**src/rtl/bcd_convert_seq.sv**
```systemverilog
// Sequential binary-to-BCD converter (shift-and-add-3), one input bit per clock.
// A valid/ready input handshake starts a conversion; out_valid pulses once when the result lands.
module bcd_convert_seq #(
    parameter int WIDTH  = 32,
    parameter int DIGITS = 10
) (
    input  logic                  clk,
    input  logic                  rst_n,
    input  logic                  in_valid,
    output logic                  in_ready,
    input  logic [WIDTH-1:0]      in_data,
    output logic                  out_valid,
    output logic [4*DIGITS-1:0]   out_bcd,
    output logic                  out_ovf,
    output logic                  busy
);

    // Handshake: a word is taken on any posedge where in_valid && in_ready; in_ready
    // depends only on state, and the upstream must hold in_valid until it sees in_ready.
    localparam int BCDW = 4 * DIGITS;
    localparam int CW   = $clog2(WIDTH + 1);
    localparam logic [CW-1:0] CNT_INIT = CW'(WIDTH);
    localparam logic [CW-1:0] CNT_ONE  = CW'(1);

    typedef enum logic {
        IDLE  = 1'b0,
        SHIFT = 1'b1
    } state_t;

    state_t            r_state;
    state_t            w_state_next;
    logic [WIDTH-1:0]  r_bin;
    logic [BCDW-1:0]   r_acc;
    logic              r_ovf_acc;
    logic [CW-1:0]     r_cnt;
    logic [BCDW-1:0]   r_bcd;
    logic              r_ovf;
    logic              r_valid;

    logic [BCDW-1:0]   w_adj;
    logic [BCDW-1:0]   w_acc_shifted;
    logic              w_acc_msb;
    logic              w_accept;
    logic              w_last;

    // Add-3 correction per digit, no carry between digits.
    always_comb begin
        w_adj = '0;
        for (int d = 0; d < DIGITS; d++) begin
            if (r_acc[4*d +: 4] >= 4'd5)
                w_adj[4*d +: 4] = r_acc[4*d +: 4] + 4'd3;
            else
                w_adj[4*d +: 4] = r_acc[4*d +: 4];
        end
    end

    assign w_acc_shifted = {w_adj[BCDW-2:0], r_bin[WIDTH-1]};
    assign w_acc_msb     = w_adj[BCDW-1];

    always_comb begin
        w_state_next = r_state;
        in_ready     = 1'b0;
        busy         = 1'b0;
        w_accept     = 1'b0;
        w_last       = 1'b0;
        case (r_state)
            IDLE: begin
                in_ready = 1'b1;
                if (in_valid) begin
                    w_accept     = 1'b1;
                    w_state_next = SHIFT;
                end
            end
            SHIFT: begin
                busy = 1'b1;
                if (r_cnt == CNT_ONE) begin
                    w_last       = 1'b1;
                    w_state_next = IDLE;
                end
            end
            default: w_state_next = IDLE;
        endcase
    end

    always_ff @(posedge clk) begin
        if (!rst_n) begin
            r_state   <= IDLE;
            r_bin     <= '0;
            r_acc     <= '0;
            r_ovf_acc <= 1'b0;
            r_cnt     <= '0;
            r_bcd     <= '0;
            r_ovf     <= 1'b0;
            r_valid   <= 1'b0;
        end else begin
            r_state <= w_state_next;
            r_valid <= 1'b0;
            if (w_accept) begin
                r_bin     <= in_data;
                r_acc     <= '0;
                r_ovf_acc <= 1'b0;
                r_cnt     <= CNT_INIT;
            end else if (r_state == SHIFT) begin
                r_bin     <= {r_bin[WIDTH-2:0], 1'b0};
                r_acc     <= w_acc_shifted;
                r_ovf_acc <= r_ovf_acc | w_acc_msb;
                r_cnt     <= r_cnt - CNT_ONE;
                // Previous result stays visible until this final shift publishes the new one.
                if (w_last) begin
                    r_bcd   <= w_acc_shifted;
                    r_ovf   <= r_ovf_acc | w_acc_msb;
                    r_valid <= 1'b1;
                end
            end
        end
    end

    assign out_valid = r_valid;
    assign out_bcd   = r_bcd;
    assign out_ovf   = r_ovf;

endmodule
```
**config.mk**
```make
export PLATFORM = sky130hd
export DESIGN_NAME = bcd_convert_seq
export DESIGN_NICKNAME = d
export VERILOG_FILES = /design/src/rtl/bcd_convert_seq.sv
export SDC_FILE = /design/constraint.sdc
export NUM_CORES = 1
export LEC_CHECK = 0
export BUFFER_PORTS_ARGS = -buffer_cell sky130_fd_sc_hd__buf_2
export CORE_MARGIN = 1.5
export CORE_UTILIZATION = 55
export CTS_CLUSTER_SIZE = 12
export DETAILED_ROUTE_END_ITERATION = 6
export PLACE_DENSITY_LB_ADDON = 0.05
export SYNTH_ARGS = -nofsm -noshare
export SYNTH_HDL_FRONTEND = slang
export SYNTH_SLANG_ARGS = --single-unit
```
**constraint.sdc**
```tcl
create_clock -name clk -period 1.7 [get_ports clk]
set_input_delay 0.34 -clock clk [delete_from_list [all_inputs] [get_ports clk]]
set_output_delay 0.34 -clock clk [all_outputs]
set_load 0.1 [all_outputs]
```
==> impl_results.md <==
* Synth area leader: dfxtp_1
* Max IR drop VDD at ~0.00067 V
* Port bufs at 78
* Final net count at around 730
* Pwr/cell area at between 1000 and 1500 nW/um2
* Share of layout cells above drive strength 1 at between 20% and 30%
* Maximum operating frequency at between 600 and 700 MHz
* CTS Sinks at 122
* Status: finished clean
* Seq/Total Area, Yosys at 43.6%
* # rows at 36
* Vias per inst at 5.51
* Initial antenna violation count at 0
* Die ar. at about 11,000 um2
* Detailed router's first-iteration violation count at 140
* Most common cell in the netlist: dfxtp_1
* Max cap viols at 0
* CTS Hold Bufs at 0
* Die height at between 100 and 150 um
* Avg WL per Cell at between 10 and 15 um
* Drt total wl at between 10 and 15 mm
* Leak at 3.14 nW
* Worst relative slew slack at about two thirds
* Crit path DAT at 1320 ps
* Number of H-tree levels at 4
* Tot Pwr at 7.50 mW
* Critical Path Fanout Max at 19
* Overall routing resource usage at a little under a quarter
* Seq cells post-synth at about 120
* Hold Vio Cnt, Final at 0
* Avg Cell Area, Syn at between 9 and 10 um2
* Main flop type after synthesis: dfxtp_1
* RSZ-0062 raised after global routing: true
* Routed vias at 4,527
* Worst skew pair latency at ~510 ps
* DP Wirelength at a little under 8 mm
* Design Area, Final at ~6800 um2
* Worst-margin pin slew at roughly 500 ps
* Syn. warnings at 0
* Worst R2R Setup Slack at 50 ps
* Crit path kind: reg2out
* Mapped Area at 5610 um2
* I/O pins at between 70 and 80
* CTS tree: yes
* Area post-placement at 6190 um2
* Routability cong. at around 0.81
* TNS Setup at 0 ps
* Post-CTS Setup Bufs at 0
* Number of synthesized flops with an enable pin at 0
* Total CTS buffers at 17
* Core ar. at approximately 10000 um2
* Initial Utilization at 57.1%
* Final period util at a little over nine tenths
* Top area cells in the synthesized netlist: dfxtp_1, o211a_1, nand2_1, mux2i_1, ha_1
* Final WS setup at between 30 and 40 ps
* Die width at a little over 100 um
* Top cell type's share of synthesized area at 43.6%
* Post-Syn Nets at between 600 and 700
* CP Launch Type: flip-flop
* DR DRC count at 0
* Synth unique cells at 34
* Most common library cells after synthesis: dfxtp_1, nand2_1, o211a_1
* CP startpoint: r_state
* Place WS at approximately 90 ps
* Reg2reg start: r_acc[16]
* Antenna diodes at 0
* DRT antenna net count at 0
* First-pass GRT wire length at about 20 mm
* Kind of end point of the critical path: output pin
* CTS root buf: clkbuf_8
* Area growth syn-to-layout at 21.8%
* Post-layout min period at between 1500 and 2000 ps
* # setup viols final at 0
* CTS Buffer Depth at 2
* Hold WC Path Type: in2reg
* Clk slew on worst S/H paths at ~50 ps
* Largest net degree at the start of global routing at 55
* Total gr overflow at 0
* CP Data Required Time at about 1400 ps
* Asr flop ratio synth at 0%
* 1st-pass router iterations at 4
* Post-Syn Instances at 604
* Worst Min Path Start: in_data[3]
* Vias in the first global route at roughly 4,400
* Slew Limit Fails at 0
* Post-route clock skew at 7.97 ps
==> critical path, stage by stage (launching register included) <==
cell and delay [ps]:
dfxtp_4 400, buf_6 210, buf_12 200
==> placed cells by master (no fill, tap or decap), types with 2 or more instances in the layout <==
master,synthesis,layout
dfxtp_1,122,121
nor2_1,27,27
nand2b_1,10,10
nor3b_1,10,10
ha_1,22,22
clkbuf_16,0,17
mux2i_1,33,33
clkbuf_1,18,4
nand2_1,93,93
and3_1,2,2
inv_1,26,25
buf_12,0,8
nand3_1,21,21
bufinv_16,0,3
buf_2,12,76
buf_4,3,10
o22ai_1,22,22
clkinv_2,0,4
a21oi_2,0,6
xnor2_1,13,13
mux2_2,11,11
a211oi_1,10,10
a21oi_1,39,33
clkbuf_8,0,4
o211a_1,41,41
o21ai_0,30,30
o22ai_2,19,19
==> state kept, by name (all words and copies together), names as in the netlist <==
register,flops
out_bcd,40
r_acc,40
r_bin,32
r_cnt,6
out_ovf,1
out_valid,1
r_ovf_acc,1
r_state,1
==> metrics by stage <==
stage                     hold slack [ps]  util, %  cells
after floorplan                       440        -    604
final                                 167     69.5    822
after CTS                             147     69.2    822
after detailed placement              466     63.0    790
after global placement                453     63.0    790
after global routing                  158     69.5    822
==> where the power goes <==
group          leakage (nW)  switching (mW)  total, mW  internal (mW)
combinational          1.85           0.494      0.806          0.312
sequential            0.994          0.0842       3.06           2.98
clock                 0.301            1.21       3.63           2.43
==> routing by layer <==
metal  share of wire [%]  track usage (%)
met2                  49             37.5
met5                   0                0
met4                 1.1             9.52
met3                 4.9             7.46
met1                  45             27.5
==> layout make-up <==
type                            instances  area (um2)
Fill cell                             763        2990
Tap cell                              133         166
Clock buffer                           25         495
Inverter                               26        97.6
Timing Repair Buffer                   95         627
Sequential cell                       122        2450
Multi-Input combinational cell        414        2890
Clock inverter                          7         110
==> kinds of logic after synthesis <==
family          count (synthesis)  synth area share [%]
fa+ha+maj                      22                  4.91
xor+xnor                       14                  2.19
simple gates                  169                  13.5
compound gates                165                  22.0
buf+inv                        68                  5.69
flops                         122                  43.6
mux                            44                  8.10
==> final timing paths <==
check / endpoint / cells after the start
worst max-delay path: busy / 2
worst min-delay path: r_bin[3] / 4
worst max register to register: out_bcd[18] / 6
worst min register to register: out_ovf / 2
==> timing repair <==
action / in CTS / in global routing
pin swaps: 0 / 1
resized for setup: 1 / 7
endpoints found under the setup margin: 1 / 20
(Power assumes the default switching activity.)
